**config.mk**
```make
export PLATFORM = sky130hd
export DESIGN_NAME = decode_stage
export DESIGN_NICKNAME = d
export VERILOG_FILES = /design/src/rtl/decode_stage.sv
export SDC_FILE = /design/constraint.sdc
export NUM_CORES = 2
export LEC_CHECK = 0
export ABC_AREA = 1
export ABC_CLOCK_PERIOD_IN_PS = 32500
export CORE_ASPECT_RATIO = 0.5
export CORE_MARGIN = 5
export CORE_UTILIZATION = 25
export DETAILED_ROUTE_END_ITERATION = 10
export SYNTH_ARGS = -nofsm -noshare
export SYNTH_HDL_FRONTEND = slang
export SYNTH_SLANG_ARGS = --single-unit
```
**constraint.sdc**
```tcl
create_clock -name clk -period 32.5 [get_ports clk]
set_clock_uncertainty 0.2 [all_clocks]
set_input_delay 3.25 -clock clk [delete_from_list [all_inputs] [get_ports clk]]
set_output_delay 3.25 -clock clk [all_outputs]
set_load 0.02 [all_outputs]
```
**src/rtl/decode_stage.sv**
```systemverilog
// decode_stage: IF/ID pipeline register, 32x32 register file with write-through
// bypass, main control decoder and load-use hazard detection for a 5-stage MIPS core.
module decode_stage (
  input  logic        clk,
  input  logic        rst,
  input  logic [31:0] instr_in,
  input  logic [31:0] PC_in,
  input  logic        flush_in,
  input  logic        IDEX_MemRead_in,
  input  logic [4:0]  IDEX_rt_in,
  input  logic        WB_RegWrite_in,
  input  logic [4:0]  WB_addr_in,
  input  logic [31:0] WB_data_in,
  output logic        RegDst_out,
  output logic        ALUSrc_out,
  output logic        MemtoReg_out,
  output logic        RegWrite_out,
  output logic        MemRead_out,
  output logic        MemWrite_out,
  output logic        Branch_out,
  output logic [2:0]  ALUOp_out,
  output logic [31:0] PC_out,
  output logic [31:0] ReadData1_out,
  output logic [31:0] ReadData2_out,
  output logic [31:0] SignExtend_out,
  output logic [4:0]  rs_out,
  output logic [4:0]  rt_out,
  output logic [4:0]  rd_out,
  output logic        PCWrite_out,
  output logic [15:0] stall_count_out
);

  localparam logic [5:0] OP_RTYPE = 6'b000000;
  localparam logic [5:0] OP_LW    = 6'b100011;
  localparam logic [5:0] OP_SW    = 6'b101011;
  localparam logic [5:0] OP_BEQ   = 6'b000100;
  localparam logic [5:0] OP_ADDI  = 6'b001000;
  localparam logic [5:0] OP_ANDI  = 6'b001100;
  localparam logic [5:0] OP_ORI   = 6'b001101;
  localparam logic [5:0] OP_SLTI  = 6'b001010;

  typedef struct packed {
    logic       reg_dst;
    logic       alu_src;
    logic       mem_to_reg;
    logic       reg_write;
    logic       mem_read;
    logic       mem_write;
    logic       branch;
    logic [2:0] alu_op;
  } ctrl_t;

  logic [31:0] r_ifid_instr;
  logic [31:0] r_ifid_pc;
  logic [31:0] r_regs [32];
  logic [15:0] r_stall_count;

  logic [4:0]  w_rs;
  logic [4:0]  w_rt;
  logic        w_stall;
  logic        w_wb_en;
  ctrl_t       w_ctrl;
  ctrl_t       w_ctrl_out;

  assign w_rs    = r_ifid_instr[25:21];
  assign w_rt    = r_ifid_instr[20:16];
  assign w_wb_en = WB_RegWrite_in && (WB_addr_in != 5'd0);

  // Load-use hazard: the load in EX targets a register this instruction reads.
  assign w_stall = IDEX_MemRead_in && (IDEX_rt_in != 5'd0) &&
                   ((IDEX_rt_in == w_rs) || (IDEX_rt_in == w_rt));

  // IF/ID register: flush squashes to a NOP, a stall holds, otherwise load.
  always_ff @(posedge clk or posedge rst) begin
    // NOTE: state is always assigned with <= so every register samples pre-edge values.
    if (rst) begin
      r_ifid_instr <= '0;
      r_ifid_pc    <= '0;
    end else if (flush_in) begin
      r_ifid_instr <= '0;
      r_ifid_pc    <= '0;
    end else if (!w_stall) begin
      r_ifid_instr <= instr_in;
      r_ifid_pc    <= PC_in;
    end
  end

  // Register file write port; register 0 is never written.
  always_ff @(posedge clk or posedge rst) begin
    // NOTE: the register file is cleared on reset, so it must stay flops rather than a RAM macro.
    if (rst) begin
      for (int i = 0; i < 32; i++) r_regs[i] <= '0;
    end else if (w_wb_en) begin
      r_regs[WB_addr_in] <= WB_data_in;
    end
  end

  // Saturating count of load-use stall cycles; a flushed cycle is not counted.
  always_ff @(posedge clk or posedge rst) begin
    if (rst) begin
      r_stall_count <= '0;
    end else if (w_stall && !flush_in && (r_stall_count != 16'hFFFF)) begin
      r_stall_count <= r_stall_count + 16'd1;
    end
  end

  // Combinational read ports with write-through bypass from write-back.
  always_comb begin
    if (w_rs == 5'd0)                        ReadData1_out = '0;
    else if (w_wb_en && WB_addr_in == w_rs)  ReadData1_out = WB_data_in;
    else                                     ReadData1_out = r_regs[w_rs];
    if (w_rt == 5'd0)                        ReadData2_out = '0;
    else if (w_wb_en && WB_addr_in == w_rt)  ReadData2_out = WB_data_in;
    else                                     ReadData2_out = r_regs[w_rt];
  end

  // Main control decoder on the opcode field.
  always_comb begin
    // NOTE: default every field first so unlisted opcodes cannot infer latches.
    w_ctrl = '0;
    case (r_ifid_instr[31:26])
      OP_RTYPE: begin w_ctrl.reg_dst = 1'b1; w_ctrl.reg_write = 1'b1; w_ctrl.alu_op = 3'b010; end
      OP_LW: begin
        w_ctrl.alu_src  = 1'b1; w_ctrl.mem_to_reg = 1'b1;
        w_ctrl.reg_write = 1'b1; w_ctrl.mem_read  = 1'b1;
      end
      OP_SW:   begin w_ctrl.alu_src = 1'b1; w_ctrl.mem_write = 1'b1; end
      OP_BEQ:  begin w_ctrl.branch  = 1'b1; w_ctrl.alu_op = 3'b001; end
      OP_ADDI: begin w_ctrl.alu_src = 1'b1; w_ctrl.reg_write = 1'b1; end
      OP_ANDI: begin w_ctrl.alu_src = 1'b1; w_ctrl.reg_write = 1'b1; w_ctrl.alu_op = 3'b011; end
      OP_ORI:  begin w_ctrl.alu_src = 1'b1; w_ctrl.reg_write = 1'b1; w_ctrl.alu_op = 3'b100; end
      OP_SLTI: begin w_ctrl.alu_src = 1'b1; w_ctrl.reg_write = 1'b1; w_ctrl.alu_op = 3'b101; end
      default: w_ctrl = '0;
    endcase
  end

  // A stall inserts a bubble: all control lines to zero, data paths untouched.
  assign w_ctrl_out = w_stall ? '0 : w_ctrl;

  assign RegDst_out      = w_ctrl_out.reg_dst;
  assign ALUSrc_out      = w_ctrl_out.alu_src;
  assign MemtoReg_out    = w_ctrl_out.mem_to_reg;
  assign RegWrite_out    = w_ctrl_out.reg_write;
  assign MemRead_out     = w_ctrl_out.mem_read;
  assign MemWrite_out    = w_ctrl_out.mem_write;
  assign Branch_out      = w_ctrl_out.branch;
  assign ALUOp_out       = w_ctrl_out.alu_op;

  assign PC_out          = r_ifid_pc;
  assign SignExtend_out  = {{16{r_ifid_instr[15]}}, r_ifid_instr[15:0]};
  assign rs_out          = w_rs;
  assign rt_out          = w_rt;
  assign rd_out          = r_ifid_instr[15:11];
  assign PCWrite_out     = !w_stall;
  assign stall_count_out = r_stall_count;

endmodule

```
# [Yosys cells after proc, flatten, opt, wreduce, memory -nomap -nowiden]
# Cells that the tools add are included.
[totals] wordCells=99 register_bits=1104 inputBits=111
[classes] eq_ne=13 bitwise=3 addsub=1 n_reduce_logical=18 muxes=25 n_lt_le_gt_ge=4
[ops] operator="bitwise mux 1024 bit" count=1
[ops] operator="two-way mux 32 bit" count=13
[ops] operator="binary-select mux 32 bit (select 5 bit)" count=2
[ops] operator="demux 32 bit (select 5 bit)" count=1
[ops] operator="equality test 6 x 4 -> 1 bit, second input constant" count=4
[ops] operator="equality test 5 bit" count=4
[ops] operator=">= comparator 6 bit, second input constant" count=3
[ops] operator="NOT 5 -> 6 bit" count=3
[ops] operator="adder 16 x 1 -> 16 bit, second input constant" count=1
[ops] operator="!= test 16 bit, second input constant" count=1
[ops] operator="case mux 3 bit (5 select lines)" count=1
[ops] operator="equality test 6 bit, second input constant" count=2
[ops] operator="OR reduction 6 bit" count=2
[ops] operator="zero test 5 bit" count=2
[ops] operator="two-way mux 10 bit" count=1
[ops] operator="nonzero test 5 bit" count=2
[ops] operator="logical AND 1 bit" count=8
[ops] operator="equality test 6 x 3 -> 1 bit, second input constant" count=1
[ops] operator="zero test 6 bit" count=1
[ops] operator="< comparator 6 x 1 -> 1 bit, second input constant" count=1
[ops] operator="two-way mux 1 bit" count=6
[ops] operator="zero test 1 bit" count=2
[ops] operator="!= test 2 bit, second input constant" count=1
[ops] operator="logical OR 1 bit" count=1

# [Depth between registers and ports, before layout]
[depth] depth_word=6 mapped_depth=13 mapped_depth_nobuf=10

# [Least setup slack after synthesis]
# OpenSTA, ideal clock, no wires.
[synth_timing] path_type="input -> output" from="input WB_addr_in[2]" to="output ReadData2_out[11]" t_arrival_ps=4657 cell_stages=9 path_buffers=2 setup_slack_ps=24393 required_ps=29050 path_cell_list="buf_4 > nor3_4 > nand2_1 > nand2_1 > nor3_1 > nand2_1 > clkbuf_1 > nand3_1 > a21oi_1"
[synth_between] elab_chain_cells=5
[synth_rtl] item="start, declared" line="12" text="input logic [4:0] WB_addr_in,"
[synth_rtl] item="nonzero test 5 bit" line="67" text="assign w_wb_en = WB_RegWrite_in && (WB_addr_in != 5'd0);"
[synth_rtl] item="logical AND 1 bit" line="67"
[synth_rtl] item="logical AND 1 bit (*)" line="113" text="else if (w_wb_en && WB_addr_in == w_rt) ReadData2_out = WB_data_in;"
[synth_rtl] item="two-way mux 32 bit (*)" line="113"
[synth_rtl] item="two-way mux 32 bit (*)" line="112" text="if (w_rt == 5'd0) ReadData2_out = '0;"
[synth_rtl] item="end, declared" line="24" text="output logic [31:0] ReadData2_out,"
# Mark *: on every way between the ends. The rest lies on a longest branch, timed or not.

# [Worst setup path in the final report]
[layout_timing] from="register r_ifid_instr[21]" to="output ReadData1_out[24]"
[layout_between] elab_chain_cells=6
[layout_rtl] item="start, declared" line="53" text="logic [31:0] r_ifid_instr;"
[layout_rtl] item="start signal, assigned" line="83" text="r_ifid_instr <= instr_in;"
[layout_rtl] item="NOT 5 -> 6 bit (not written as such)" line="111" text="else ReadData1_out = r_regs[w_rs];"
[layout_rtl] item="binary-select mux 32 bit (select 5 bit)" line="111"
[layout_rtl] item="two-way mux 32 bit (not written as such) (2 in a row)" line="111"
[layout_rtl] item="two-way mux 32 bit" line="110" text="else if (w_wb_en && WB_addr_in == w_rs) ReadData1_out = WB_data_in;"
[layout_rtl] item="two-way mux 32 bit (*)" line="109" text="if (w_rs == 5'd0) ReadData1_out = '0;"
[layout_rtl] item="end, declared" line="23" text="output logic [31:0] ReadData1_out,"
# Mark *: on every way between the ends. The rest lies on a longest branch, timed or not. The select of a mux whose other input is x is not followed.

==> results.md <==
* Post-route minimum period at 9660 ps
* Commonest cells post-synth: nand2_1 (1970), o21ai_0 (1609), dfrtp_1 (1104), nand3_1 (719), inv_1 (639)
* Final-report hold violation count at 0
* Post-Synth XOR/XNOR Area at 0.003584
* Slew headroom at 0.1652
* Max Buffers Root-to-Sink at 3
* Worst vdd ir at about 0.000050 V
* Total die area at 255000 um2
* #FFs+latches synth at 1104
* Die Ht at ~360 um
* I/O pin count at 281
* Critical path launch point type: flip-flop
* NetSw at 0.001324 W
* Hold depth at 0
* Sw Ratio at 0.3237
* Ys Warns at 0
* Share of cells above drive strength 1 at 0.04894
* HPWL Detailed at 135100 um
* Syn Nets at 8435
* Reg2Reg Depth at 12
* Area of the core at 243300 um2
* Post-synth top area share at 0.4522
* Endpoint, Worst Hold: r_regs[994]
* Top cells by area, synth: dfrtp_1 (45%), o21ai_0 (13%), nand2_1 (12%)
* Seq/Total Area, Yosys at 0.4522
* Number of synthesized flops with an enable pin at 0
* Clock root cell: clkbuf_16
* P_int at 0.002767 W
* Initial drt markers at 7628
* PostCTS Resize Cnt at 0
* Hold Startpoint: r_regs[994]
* Gate Count Post-Synth at 8323
* Die width at 709.1 um
* Routed vias at 58920
* Largest family of logic cells by synthesized area: compound AO/OA/AOI/OAI gates
* Synth unique cells at 37
* Worst slew pin tran at 1252 ps
* Top-count cell post-synth: nand2_1
* Tot GR Track Use at 0.1849
* Worst EP arrival at 6210 ps
* RR Endpoint: stall_count_out[13]
* Final #Nets at 8126
* Crit-path max FO at 98
* Clk Latency, worst-skew pair at 740 ps
* Fin. max-slew vios at 0
* Status: finished clean
* First-pass GRT wire length at 362900 um
* Wirelength per Cell at roughly 22 um
* Top_reg_cell synth: dfrtp_1
* Setup violators final at 0
* Initial Util at 0.2511
* CP Capture Type: output port
* Mux share of post-synthesis cell area at 0
* Synth Area in Simple Gates at 0.2082
* Footprint of the multi-input gates at 27600 um2
* FF-to-FF setup slack at between 20000 and 30000 ps
* Post-CTS Setup Bufs at 0
* Gr ovfl total at 0
* Clock sinks at 1104
* Peak Freq at 103.5 MHz
* Initial antenna violation count at 6
* Worst slack, placed at about 23000 ps
* DR pass1 iterations at 7
* Synth area leader: dfrtp_1
* Clock-pin slew on the worst setup and hold paths at roughly 70 ps
* Routed WL at 245900 um
* Clock share of power at 0.357
* Drt drc at 0
* CTS tree: yes
* Setup_tns at 0 ps
* Hold Buf Count CTS at 0
* Sequential power share at 0.438
* WS Path Type: reg2out
* FF+latch area at 27660 um2
* Setup slack after layout at 22840 ps
* Post-Syn Area per Cell at 7.341 um2
* Synthesized cell area at about 60000 um2
* Min-Delay Path Class: reg2reg
* Async SR Flop Fraction at 1.000
* Vias in the first global route at 54280
* # rows at 128
* Num CTS Buffers at ~120
* Adder-cell share of the synthesized area at 0.0002048
* Period utilisation layout at 0.2972
* Port bufs at 280
* Pleak at 29.68 nW
* Vias per Instance at 5.184
* Layout fillers at roughly 26000
* Largest net degree at the start of global routing at 193
* Area growth, synth to finish at 13.91%
* Worst flop-to-flop path startpoint: r_ifid_instr[22]
* PD cells at around 60 nW/um2
* Routability cong. at 0.8856
* Maxcap violations at 0
* CTS H-tree lvls at 3
* DRT antenna net count at 0
* Unrepaired setup endpoints after global routing: no
* Comb pwr share at 0.205
* WP data required at 29050 ps
* Synth Area in Compound Gates at 0.2366
[cells in the final DEF, fill, tap and decap left out, drive strengths merged, types with 21 or more instances in the layout]
master	Yosys	final
nand2	1986	1986
o21ai	1657	1657
dfrtp	1104	1104
nand3	720	720
inv	651	653
a21oi	564	564
o211ai	407	407
nor2	305	305
clkdlybuf4s50	0	280
clkbuf	452	173
buf	353	96
clkinv	2	24
a211oi	23	23
or2	22	22
nor3	21	21
[cells by family after synthesis]
group	count (synthesis)
compound gates	2666
xor+xnor	25
fa+ha+maj	1
buf+inv	1458
flops	1104
simple gates	3069
[metal layers]
layer / share of wire / track usage / wire length [um]
met5: 0.000037 / 0 / 9
met4: 0.050 / 0.08442 / 12260
met3: 0.091 / 0.03358 / 22470
met2: 0.45 / 0.2924 / 109600
met1: 0.41 / 0.2457 / 101500
[layout make-up]
type | count | area share
sequential | 1104 | 0.3975
multi-input combinational | 5761 | 0.3966
tap | 3250 | 0.05843
timing repair buffer | 376 | 0.05171
clock buffer | 173 | 0.05057
inverter | 653 | 0.03567
clock inverter | 45 | 0.009403
antenna | 3 | 0.0001079
[metrics by stage]
step                      total power (W)  utilization  std cells  hold WS, ps  area (um2)
after global routing             0.004299       0.2861      11360        194.4       69590
after CTS                        0.004093       0.2860      11360        179.5       69590
final                            0.004091       0.2861      11370        175.0       69590
after floorplan                  0.002360            -       8323        229.0       61100
after detailed placement         0.002634       0.2689      11140        165.6       65410
after global placement           0.002613       0.2689      11140        164.6       65410
[worst max-delay path by stage]
stage | from | endpoint
finish | r_ifid_instr[21] | ReadData1_out[24]
global route | r_ifid_instr[21] | ReadData1_out[24]
CTS | WB_addr_in[2] | ReadData2_out[30]
detailed placement | WB_addr_in[2] | ReadData2_out[30]
global placement | WB_addr_in[2] | ReadData2_out[8]
floorplan | rst | PC_out[0]
[power groups by stage]
stage,Combinational [W],Sequential [W],Clock [W]
2_1_floorplan,0.000592,0.00177,0
3_3_place_gp,0.000813,0.00180,0
3_5_place_dp,0.000829,0.00181,0
4_1_cts,0.000831,0.00178,0.00148
5_1_grt,0.000945,0.00182,0.00154
6_report,0.000839,0.00179,0.00146
[registers in the layout, summed over array words and instances (netlist names)]
name,count
stall_count_out,16
r_regs,1024
r_ifid_instr,32
PC_out,32
[critical path: stages, from the launching register on]
cell	delay, ps
dfrtp_4	750
buf_4	540
buf_4	830
buf_4	860
buf_4	750
or2_2	220
nand3_1	50
o21ai_0	100
nand2_1	60
nand2_1	90
nor2_1	70
nand2_1	60
nand2_1	100
a21oi_1	140
clkdlybuf4s50_1	630
No activity file was read; power rests on OpenSTA's default activity.
